`src/rtl/msp430_pkg.sv`:
```
// Shared encodings, state enum and micro-program entry type for the SP sequencer.
package msp430_pkg;

   localparam logic [15:0] VEC_BASE_DEFAULT = 16'hFFE0;

   localparam logic [1:0] SP_HOLD = 2'b00;
   localparam logic [1:0] SP_DEC  = 2'b01;
   localparam logic [1:0] SP_INC  = 2'b10;
   localparam logic [1:0] SP_LOAD = 2'b11;

   localparam logic [2:0] OP_PUSH = 3'd0;
   localparam logic [2:0] OP_CALL = 3'd1;
   localparam logic [2:0] OP_RET  = 3'd2;
   localparam logic [2:0] OP_RETI = 3'd3;
   localparam logic [2:0] OP_INT  = 3'd4;

   localparam logic [1:0] SRC_OPND = 2'b00;
   localparam logic [1:0] SRC_PC   = 2'b01;
   localparam logic [1:0] SRC_SR   = 2'b10;

   typedef enum logic [2:0] {
      ST_IDLE,
      ST_DEC,
      ST_WR,
      ST_RD,
      ST_INC,
      ST_VEC,
      ST_ERR
   } sp_state_e;

   typedef struct packed {
      sp_state_e  state;
      logic [1:0] src;
      logic       ld_pc;
      logic       ld_sr;
      logic       last;
   } rom_entry_t;

   typedef struct packed {
      logic [1:0] mux;
      logic       mab;
      logic [1:0] src;
      logic       wr;
      logic       rd;
      logic       ld_pc;
      logic       ld_sr;
      logic       clr_gie;
      logic       done;
      logic       fault;
   } strobe_t;

   function automatic rom_entry_t mk_step(input sp_state_e st, input logic [1:0] src,
                                          input logic ld_pc, input logic ld_sr,
                                          input logic last);
      rom_entry_t e;
      e.state = st;
      e.src   = src;
      e.ld_pc = ld_pc;
      e.ld_sr = ld_sr;
      e.last  = last;
      return e;
   endfunction

endpackage

```
`src/rtl/sp_seq_if.sv`:
```
// Decoder-side request and SP-mux / memory / register-file strobe bundle.
interface sp_seq_if;
   logic        op_valid;
   logic [2:0]  op_code;
   logic [3:0]  int_idx;
   logic [15:0] reg_SP_out;
   logic        op_ready;
   logic [1:0]  MUX_SP_SEL;
   logic        MAB_SEL;
   logic [15:0] vec_addr;
   logic [1:0]  MDB_SRC_SEL;
   logic        MEM_WR;
   logic        MEM_RD;
   logic        LD_PC;
   logic        LD_SR;
   logic        CLR_GIE;
   logic        done;
   logic        fault;

   modport master (
      output op_valid, op_code, int_idx, reg_SP_out,
      input  op_ready, MUX_SP_SEL, MAB_SEL, vec_addr, MDB_SRC_SEL,
             MEM_WR, MEM_RD, LD_PC, LD_SR, CLR_GIE, done, fault
   );

   modport slave (
      input  op_valid, op_code, int_idx, reg_SP_out,
      output op_ready, MUX_SP_SEL, MAB_SEL, vec_addr, MDB_SRC_SEL,
             MEM_WR, MEM_RD, LD_PC, LD_SR, CLR_GIE, done, fault
   );
endinterface

```
`src/rtl/sp_seq_rom.sv`:
```
// Micro-program table: (op, step) -> state, write source, load strobes, last flag.
// Purely combinational; out-of-range entries map to ERR.
module sp_seq_rom
   import msp430_pkg::*;
(
   input  logic [2:0] op,
   input  logic [2:0] step,
   output rom_entry_t ent
);

   always_comb begin
      ent = mk_step(ST_ERR, SRC_OPND, 1'b0, 1'b0, 1'b0);
      case (op)
         OP_PUSH: begin
            case (step)
               3'd0:    ent = mk_step(ST_DEC, SRC_OPND, 1'b0, 1'b0, 1'b0);
               3'd1:    ent = mk_step(ST_WR,  SRC_OPND, 1'b0, 1'b0, 1'b1);
               default: ;
            endcase
         end
         OP_CALL: begin
            case (step)
               3'd0:    ent = mk_step(ST_DEC, SRC_OPND, 1'b0, 1'b0, 1'b0);
               3'd1:    ent = mk_step(ST_WR,  SRC_PC,   1'b0, 1'b0, 1'b1);
               default: ;
            endcase
         end
         OP_RET: begin
            case (step)
               3'd0:    ent = mk_step(ST_RD,  SRC_OPND, 1'b1, 1'b0, 1'b0);
               3'd1:    ent = mk_step(ST_INC, SRC_OPND, 1'b0, 1'b0, 1'b1);
               default: ;
            endcase
         end
         OP_RETI: begin
            case (step)
               3'd0:    ent = mk_step(ST_RD,  SRC_OPND, 1'b0, 1'b1, 1'b0);
               3'd1:    ent = mk_step(ST_INC, SRC_OPND, 1'b0, 1'b0, 1'b0);
               3'd2:    ent = mk_step(ST_RD,  SRC_OPND, 1'b1, 1'b0, 1'b0);
               3'd3:    ent = mk_step(ST_INC, SRC_OPND, 1'b0, 1'b0, 1'b1);
               default: ;
            endcase
         end
         OP_INT: begin
            case (step)
               3'd0:    ent = mk_step(ST_DEC, SRC_OPND, 1'b0, 1'b0, 1'b0);
               3'd1:    ent = mk_step(ST_WR,  SRC_PC,   1'b0, 1'b0, 1'b0);
               3'd2:    ent = mk_step(ST_DEC, SRC_OPND, 1'b0, 1'b0, 1'b0);
               3'd3:    ent = mk_step(ST_WR,  SRC_SR,   1'b0, 1'b0, 1'b0);
               3'd4:    ent = mk_step(ST_VEC, SRC_OPND, 1'b0, 1'b0, 1'b1);
               default: ;
            endcase
         end
         default: ;
      endcase
   end

endmodule

```
`src/rtl/sp_seq.sv`:
```
// Stack-pointer sequencer: one micro-step per cycle, done 2/2/2/4/5 cycles after accept.
// Single op in flight; op_ready only in IDLE, decoder holds op_valid until accepted.
module sp_seq
   import msp430_pkg::*;
#(
   parameter logic [15:0] STACK_LIMIT = 16'h0200,
   parameter logic [15:0] VEC_BASE    = VEC_BASE_DEFAULT
) (
   input logic     clk,
   input logic     rst_n,
   sp_seq_if.slave bus
);

   sp_state_e  state_q, state_nxt;
   logic [2:0] op_q;
   logic [2:0] step_q, step_nxt;
   logic [2:0] rom_op, rom_idx;
   logic [15:0] vec_q;
   rom_entry_t rom_ent;
   strobe_t    out_q, out_nxt;
   logic       idle, accept, sp_low;

   assign idle   = (state_q == ST_IDLE);
   assign accept = idle && bus.op_valid;

   // In IDLE the table is indexed by the incoming op so the first step is entered on the accept edge.
   assign rom_op  = idle ? bus.op_code : op_q;
   assign rom_idx = idle ? 3'd0 : step_q + 3'd1;

   // 17-bit compare so an SP near zero faults instead of wrapping past the limit.
   assign sp_low = ({1'b0, bus.reg_SP_out}) < ({1'b0, STACK_LIMIT} + 17'd2);

   sp_seq_rom u_rom (
      .op   (rom_op),
      .step (rom_idx),
      .ent  (rom_ent)
   );

   always_comb begin
      state_nxt = state_q;
      step_nxt  = step_q;
      case (state_q)
         ST_IDLE: begin
            if (bus.op_valid) begin
               state_nxt = rom_ent.state;
               step_nxt  = 3'd0;
            end
         end
         ST_ERR: state_nxt = ST_IDLE;
         default: begin
            step_nxt  = rom_idx;
            state_nxt = out_q.done ? ST_IDLE : rom_ent.state;
         end
      endcase
      if (state_nxt == ST_DEC && sp_low) begin
         state_nxt = ST_ERR;
      end
   end

   // Strobes are decoded from the state being entered and registered, so they line up with it.
   always_comb begin
      out_nxt = '0;
      case (state_nxt)
         ST_DEC: out_nxt.mux = SP_DEC;
         ST_INC: out_nxt.mux = SP_INC;
         ST_WR: begin
            out_nxt.wr  = 1'b1;
            out_nxt.src = rom_ent.src;
         end
         ST_RD: begin
            out_nxt.rd    = 1'b1;
            out_nxt.ld_pc = rom_ent.ld_pc;
            out_nxt.ld_sr = rom_ent.ld_sr;
         end
         ST_VEC: begin
            out_nxt.mab     = 1'b1;
            out_nxt.rd      = 1'b1;
            out_nxt.ld_pc   = 1'b1;
            out_nxt.clr_gie = 1'b1;
         end
         ST_ERR:  out_nxt.fault = 1'b1;
         default: ;
      endcase
      if (state_nxt != ST_IDLE && state_nxt != ST_ERR) begin
         out_nxt.done = rom_ent.last;
      end
   end

   always_ff @(posedge clk or negedge rst_n) begin
      if (!rst_n) begin
         state_q <= ST_IDLE;
         step_q  <= 3'd0;
         op_q    <= 3'd0;
         vec_q   <= 16'd0;
         out_q   <= '0;
      end else begin
         state_q <= state_nxt;
         step_q  <= step_nxt;
         out_q   <= out_nxt;
         if (accept) begin
            op_q  <= bus.op_code;
            vec_q <= VEC_BASE + {11'd0, bus.int_idx, 1'b0};
         end
      end
   end

   assign bus.op_ready    = idle;
   assign bus.MUX_SP_SEL  = out_q.mux;
   assign bus.MAB_SEL     = out_q.mab;
   assign bus.vec_addr    = vec_q;
   assign bus.MDB_SRC_SEL = out_q.src;
   assign bus.MEM_WR      = out_q.wr;
   assign bus.MEM_RD      = out_q.rd;
   assign bus.LD_PC       = out_q.ld_pc;
   assign bus.LD_SR       = out_q.ld_sr;
   assign bus.CLR_GIE     = out_q.clr_gie;
   assign bus.done        = out_q.done;
   assign bus.fault       = out_q.fault;

endmodule

```
`src/flat_wrapper.sv`:
```
// flat-port wrapper written by rule: the top's interface ports become plain ports
module sp_seq_flat import msp430_pkg::*;
#(
   parameter logic [15:0] STACK_LIMIT = 16'h0200,
   parameter logic [15:0] VEC_BASE    = VEC_BASE_DEFAULT
)
  (clk, rst_n, bus_op_valid, bus_op_code, bus_int_idx, bus_reg_SP_out, bus_op_ready, bus_MUX_SP_SEL, bus_MAB_SEL, bus_vec_addr, bus_MDB_SRC_SEL, bus_MEM_WR, bus_MEM_RD, bus_LD_PC, bus_LD_SR, bus_CLR_GIE, bus_done, bus_fault);
  sp_seq_if bus_i ();
  input logic clk;
  input logic rst_n;
  input wire logic [$bits(bus_i.op_valid)-1:0] bus_op_valid;
  input wire logic [$bits(bus_i.op_code)-1:0] bus_op_code;
  input wire logic [$bits(bus_i.int_idx)-1:0] bus_int_idx;
  input wire logic [$bits(bus_i.reg_SP_out)-1:0] bus_reg_SP_out;
  output wire logic [$bits(bus_i.op_ready)-1:0] bus_op_ready;
  output wire logic [$bits(bus_i.MUX_SP_SEL)-1:0] bus_MUX_SP_SEL;
  output wire logic [$bits(bus_i.MAB_SEL)-1:0] bus_MAB_SEL;
  output wire logic [$bits(bus_i.vec_addr)-1:0] bus_vec_addr;
  output wire logic [$bits(bus_i.MDB_SRC_SEL)-1:0] bus_MDB_SRC_SEL;
  output wire logic [$bits(bus_i.MEM_WR)-1:0] bus_MEM_WR;
  output wire logic [$bits(bus_i.MEM_RD)-1:0] bus_MEM_RD;
  output wire logic [$bits(bus_i.LD_PC)-1:0] bus_LD_PC;
  output wire logic [$bits(bus_i.LD_SR)-1:0] bus_LD_SR;
  output wire logic [$bits(bus_i.CLR_GIE)-1:0] bus_CLR_GIE;
  output wire logic [$bits(bus_i.done)-1:0] bus_done;
  output wire logic [$bits(bus_i.fault)-1:0] bus_fault;
  assign bus_i.op_valid = bus_op_valid;
  assign bus_i.op_code = bus_op_code;
  assign bus_i.int_idx = bus_int_idx;
  assign bus_i.reg_SP_out = bus_reg_SP_out;
  assign bus_op_ready = bus_i.op_ready;
  assign bus_MUX_SP_SEL = bus_i.MUX_SP_SEL;
  assign bus_MAB_SEL = bus_i.MAB_SEL;
  assign bus_vec_addr = bus_i.vec_addr;
  assign bus_MDB_SRC_SEL = bus_i.MDB_SRC_SEL;
  assign bus_MEM_WR = bus_i.MEM_WR;
  assign bus_MEM_RD = bus_i.MEM_RD;
  assign bus_LD_PC = bus_i.LD_PC;
  assign bus_LD_SR = bus_i.LD_SR;
  assign bus_CLR_GIE = bus_i.CLR_GIE;
  assign bus_done = bus_i.done;
  assign bus_fault = bus_i.fault;
  sp_seq #(.STACK_LIMIT(STACK_LIMIT), .VEC_BASE(VEC_BASE)) u_core (.clk(clk), .rst_n(rst_n), .bus(bus_i));
endmodule
```
`config.mk`:
```
export PLATFORM = sky130hd
export DESIGN_NAME = sp_seq_flat
export DESIGN_NICKNAME = d
export VERILOG_FILES = /design/src/rtl/msp430_pkg.sv /design/src/rtl/sp_seq_if.sv /design/src/rtl/sp_seq_rom.sv /design/src/rtl/sp_seq.sv /design/src/flat_wrapper.sv
export SDC_FILE = /design/constraint.sdc
export NUM_CORES = 1
export LEC_CHECK = 0
export ABC_CLOCK_PERIOD_IN_PS = 2000
export BUFFER_PORTS_ARGS = -buffer_cell sky130_fd_sc_hd__buf_2
export CAP_MARGIN = 10
export CORE_UTILIZATION = 35
export DETAILED_ROUTE_END_ITERATION = 6
export GPL_ROUTABILITY_DRIVEN = 0
export PLACE_DENSITY = 0.66
export SLEW_MARGIN = 20
export SYNTH_ARGS = -nofsm -noshare
export SYNTH_HDL_FRONTEND = slang
export SYNTH_SLANG_ARGS = --single-unit
```
`constraint.sdc`:
```
create_clock -name clk -period 2 [get_ports clk]
set_clock_uncertainty 0.05 [all_clocks]
set_input_delay 0.2 -clock clk [delete_from_list [all_inputs] [get_ports clk]]
set_output_delay 0.2 -clock clk [all_outputs]
set_load 0.005 [all_outputs]
```
==> results.toml, run 1 <==
[synthesis]
synth_edf_count = 0
synth-seq-cells = 25
avgSynthCellArea_um2 = 9.71
yosysUniqueCellTypes = 52
synth_fp_nets = 186
netlist_area_mm2 = 0.00154
synth_top_area_frac = 0.405
yosys-top-cells-area = "dfrtp_1 (41%), buf_4 (5.8%), mux2_2 (5.1%)"
seq_area_frac_synth = 0.405
syn-instance-count = 159
synth_ff_type = "dfrtp_1"
synth_top_cell_by_area = "dfrtp_1"
yosysWarnings = 0
async_flop_share = 1.00

[outcome]
status = "finished, violations left"
violations = "setup timing"

[critical_path]
worstPathCellList = "ha_4 > xor2_4 > buf_12 > a221oi_2 > o221ai_1 > a21o_2 > nand2b_4 > nor3b_2"
cp.buffers_inverters = 1
slowest_delay_ns = 0.45
crit_type = "flop to flop"
crit_path_start = "u_core.step_q[0]"
critical-path-top-delay-family = "compound AO/OA/AOI/OAI gates"
r2r-start = "u_core.step_q[0]"
startpoint_type = "flop"
required_ns = 2.15
end_kind = "flop"
cp.arrival_ns = 2.20
crit_slowest_cell = "dfrtp_2"
cp_max_fo = 4

[timing]
tightest_slew_ns = 0.578
fmax_mhz = 488
finalCritPeriodShare = 1.02
drv_slew = 0
setup_violations = 6
hold_ws_ns = 0.108
post-route-min-period_ns = 2.05
max_slew_margin = 0.615
fin_tns_setup_ns = -0.142
rsz0062_at_grt = "yes"
setup_ws_ns = -0.0483
hold_violations = 0

[die]
die_w_um = 68.4
num_rows = 23
dieArea_mm2 = 0.00468
dieHeight_um = 68.4
initial_core_util = 0.375
coreArea_mm2 = 0.00412
num_io_pins = 55

[detailed_routing]
drt_pass1_iterations = 6
vias = 1464
drcViolationCount = 0
drtIter0Drc = 58
detail-route-antenna-nets = 0
wl_um = 3710
wl_per_cell_um = 13.2
viasPerCell = 5.21

[grt]
grt_pass1_wl_um = 5810
grt.total_usage = 0.167
antenna_found_initial = 0
overflow = 0
grt_pass1_vias = 1307
grt_max_degree = 26

[layout]
diodes = 0
nets = 259
area_delta_synth_final_pct = 42.4
drive_above_1_share = 0.563
design_area_mm2 = 0.00220
post-route-util = 0.534
fin_cells = 281

[pwr]
ir_drop_uv = 1070
leakagePower_nw = 1.01
powerDensity_mw_per_mm2 = 1910

[clock_network]
cts_root_buf = "clkbuf_8"
clock_latency_ns = 0.27
cts_tree = "built"
numCtsBuffers = 3
cts_buffer_depth = 2
clk_pin_slew_worst_paths_ns = 0.10
h-tree-depth = 1
cts_sinks = 25

[placement]
place_inst = 270
dp_hpwl_um = 2620
port_buffers = 52
dpl-instance-area_mm2 = 0.00195

[worst_hold_path]
hp-start = "bus_int_idx[1]"
holdCritPathClass = "input port to flop"

[flow_run]
drv_cap = 0
==> power by group <==
part           internal, mW  switching [mW]  total (mW)
Combinational          1.59            1.45        3.05
Clock                 0.140           0.174       0.314
Sequential            0.694           0.136       0.829
==> cells in the final DEF (no fill, tap or decap), types with 3 or more instances in the layout <==
cell type	netlist	routed
a21o_1	3	3
a21oi_1	6	5
buf_2	3	52
buf_4	12	33
clkbuf_8	0	3
dfrtp_1	25	24
inv_1	5	5
mux2_2	7	7
nand2_1	6	6
nand2b_1	3	3
nand3_1	4	3
nor2_1	15	14
nor4_1	4	3
o21ai_0	5	3
xnor2_1	4	3
==> cells by family (layout without fill, tap and decap cells) <==
kind of cell	after synthesis	count (layout)	share of synthesized area
and+or+nand+nor	52	52	0.187
AOI/OAI and AO/OA	40	40	0.196
buffers and inverters	27	99	0.115
DFF	25	25	0.405
muxes	8	8	0.0575
xor gates and xnor gates	5	5	0.0284
adders and majority gates	1	1	0.00810
other	1	1	0.00243
==> timing repair <==
item                                    in CTS  in global routing
endpoints found under the setup margin      12                 12
pin swaps                                    8                  7
resized for setup                           10                 16
setup buffers                                2                  4
endpoints found under the hold margin       25                  0
hold buffers                                 1                  0
==> stage by stage <==
| stage | setup WS (ns) | power (mW) |
|---|---|---|
| 3_5_place_dp | -0.150 | 3.31 |
| 3_3_place_gp | -0.132 | 3.29 |
| 2_1_floorplan | -0.0285 | 2.38 |
| 4_1_cts | -0.0906 | 3.83 |
| 5_1_grt | -0.141 | 4.50 |
| 6_report | -0.0483 | 4.19 |
==> routing by layer <==
layer	GRT usage	vias up	share of wire	wire, um
met5	0	-	0	0
met1	0.226	695	0.44	1640
met2	0.271	59	0.49	1810
met4	0.0677	0	0.019	71
li1	-	704	-	-
met3	0.0150	6	0.050	187
==> cells in the mapped netlist, types with 3 or more instances <==
| cell | instances |
|---|---|
| nor4_1 | 4 |
| inv_1 | 5 |
| buf_6 | 3 |
| mux2_2 | 7 |
| nand2_1 | 6 |
| buf_4 | 12 |
| nor2_1 | 15 |
| a21oi_1 | 6 |
| nand2b_1 | 3 |
| nand3_1 | 4 |
| buf_2 | 3 |
| xnor2_1 | 4 |
| clkbuf_1 | 3 |
| o21ai_0 | 5 |
| o221ai_1 | 3 |
| a21o_1 | 3 |
| dfrtp_1 | 25 |
| nor3_1 | 4 |
==> flip-flops by register name (all words and copies together) (netlist names) <==
name,flops
u_core.op_q,3
u_core.bus.done,1
u_core.bus.MUX_SP_SEL,2
u_core.state_q,3
u_core.step_q,3
u_core.bus.vec_addr,5
u_core.bus.LD_PC,1
u_core.bus.LD_SR,1
u_core.bus.MEM_RD,1
u_core.bus.fault,1
u_core.bus.MEM_WR,1
u_core.bus.CLR_GIE,1
u_core.bus.MDB_SRC_SEL,2
==> final timing paths <==
path	end	slack [ns]	cells past startpoint
setup / recovery	u_core.bus.MUX_SP_SEL[0]	-0.05	8
hold / removal	u_core.bus.vec_addr[2]	0.11	2
setup reg to reg	u_core.bus.MUX_SP_SEL[0]	-0.05	8
hold reg to reg	u_core.bus.vec_addr[2]	0.46	1
max in group asynchronous	u_core.step_q[0]	1.09	2
min in group asynchronous	u_core.step_q[0]	0.40	2
==> area by class of cell <==
type | count | area, um^2
Tap cell | 50 | 62.6
Fill cell | 386 | 1920
Clock buffer | 3 | 41.3
Sequential cell | 25 | 627
Clock inverter | 1 | 5.00
Multi-Input combinational cell | 107 | 875
Timing Repair Buffer | 89 | 561
Inverter | 6 | 27.5
==> worst reg2reg max path: cells and delay by family (launching register included) <==
family / cells / cell delay (ns)
compound gates: 3 / 0.64
buf+inv: 1 / 0.15
xor+xnor: 1 / 0.18
simple gates: 2 / 0.32
fa+ha+maj: 1 / 0.20
flops: 1 / 0.45
(Power assumes the default switching activity.)
==> run 2: changes to the inputs <==
--- a/config.mk
+++ b/config.mk
@@ -16,3 +16,4 @@
 export SYNTH_ARGS = -nofsm -noshare
 export SYNTH_HDL_FRONTEND = slang
 export SYNTH_SLANG_ARGS = --single-unit
+export TNS_END_PERCENT = 50
==> run 2 against run 1 <==
  * The run still ends with setup timing left
  * Maximum frequency up 0.28%
  * Total power down 1.3%
  * Register-to-register slack about the same
  * Non-clock buffer count unchanged
  * Combinational power down 2%
  * Sequential power about the same
  * Sequential share of layout area up 0.20 points
  * First-iteration DRC count down 21%
  * Routed wire length up 0.22%
  * Global-route usage down 0.10 points
  * Critical endpoint is now u_core.bus.MUX_SP_SEL[1]
  * Largest power group unchanged
==> results.toml, run 2 (synthesis gave the netlist of run 1 again) <==
[detailed_routing]
drcViolationCount = 0
drtIter0Drc = 46
detail-route-antenna-nets = 0
wl_per_cell_um = 13.2
viasPerCell = 5.17
vias = 1453
wl_um = 3720
drt_pass1_iterations = 4

[timing]
hold_violations = 0
rsz0062_at_grt = "yes"
fmax_mhz = 490
tightest_slew_ns = 0.582
max_slew_margin = 0.612
setup_violations = 7
setup_ws_ns = -0.0426
drv_slew = 0
post-route-min-period_ns = 2.04
finalCritPeriodShare = 1.02
hold_ws_ns = 0.108

[critical_path]
end_kind = "flop"
crit_path_start = "u_core.step_q[0]"
critical-path-top-delay-family = "compound AO/OA/AOI/OAI gates"
cp.buffers_inverters = 2
crit_slowest_cell = "dfrtp_2"
r2r-start = "u_core.step_q[0]"
slowest_delay_ns = 0.44
worstPathCellList = "ha_4 > xor2_4 > buf_12 > a221oi_2 > o221ai_1 > a21o_2 > buf_4 > nor3b_2"
crit_type = "flop to flop"
cp.arrival_ns = 2.16
cp_max_fo = 4
startpoint_type = "flop"
required_ns = 2.12

[placement]
dp_hpwl_um = 2620
dp_slack_ns = -0.150
port_buffers = 52
place_inst = 270

[grt]
grt_max_degree = 26
antenna_found_initial = 0
grt_pass1_vias = 1293
grt.total_usage = 0.166
grt_pass1_wl_um = 5770
overflow = 0

[clock_network]
numCtsBuffers = 3
cts_sinks = 25
cts_buffer_depth = 2
clk_pin_slew_worst_paths_ns = 0.09
cts_root_buf = "clkbuf_8"
h-tree-depth = 1
cts_tree = "built"
clock_latency_ns = 0.27

[layout]
fin_cells = 281
area_delta_synth_final_pct = 41.4
largest_reg_flops = 5
drive_above_1_share = 0.558
final_cell_mix = "buf_2 (52), buf_4 (34), dfrtp_1 (24), nor2_1 (14), mux2_2 (7)"
final_common_cell = "buf_2"
diodes = 0
nets = 259

[pwr]
ir_drop_uv = 1030
leakagePower_nw = 1.01
powerDensity_mw_per_mm2 = 1890

[worst_hold_path]
holdCritPathClass = "input port to flop"
hp-start = "bus_int_idx[1]"

[die]
num_rows = 23
dieArea_mm2 = 0.00468
num_io_pins = 55
dieHeight_um = 68.4
die_w_um = 68.4
initial_core_util = 0.375
coreArea_mm2 = 0.00412

[flow_run]
drv_cap = 0

[outcome]
status = "finished, violations left"
violations = "setup timing"
==> run 2: cell counts in the layout (fill, tap and decap cells not counted) <==
Identical to the previous run, type by type.
==> run 2: layer usage <==
layer	wire length [um]	share of wire	GRT usage
met1	1650	0.44	0.225
met2	1830	0.49	0.271
met3	186	0.050	0.0150
met4	55	0.015	0.0625
met5	0	0	0
==> run 2: through the flow <==
step / utilization / power (mW) / TNS, ns / area, um^2
after floorplan: - / 2.38 / -0.0285 / 1560
after global placement: 0.474 / 3.29 / -0.495 / 1950
after detailed placement: 0.474 / 3.31 / -0.687 / 1950
after CTS: 0.505 / 3.81 / -0.342 / 2080
after global routing: 0.531 / 4.45 / -1.10 / 2180
final: 0.531 / 4.14 / -0.184 / 2180
==> run 2: final cells by class <==
cell class                      count  area, um^2
Multi-Input combinational cell    107         863
Fill cell                         387        1930
Inverter                            6        27.5
Timing Repair Buffer               89         557
Clock inverter                      1        5.00
Sequential cell                    25         627
Clock buffer                        3        41.3
Tap cell                           50        62.6
==> run 2: final timing paths <==
check / end / slack [ns] / depth (start not counted)
max: u_core.bus.MUX_SP_SEL[1] / -0.04 / 8
min: u_core.bus.vec_addr[2] / 0.11 / 2
max reg2reg: u_core.bus.MUX_SP_SEL[1] / -0.04 / 8
min reg2reg: u_core.bus.vec_addr[2] / 0.46 / 1
max in group asynchronous: u_core.step_q[0] / 1.08 / 2
min in group asynchronous: u_core.step_q[0] / 0.41 / 2
==> run 2: power breakdown <==
group,switching (mW),internal (mW)
sequential,0.137,0.694
combinational,1.43,1.56
clock,0.171,0.139
==> run 2: repair_timing <==
item                       in CTS  in global routing
pin swaps                       7                  8
setup endpoints to repair      12                 12
hold endpoints to repair       25                  0
hold buffers                    1                  0
gates resized for setup         9                 14
setup buffers                   2                  4
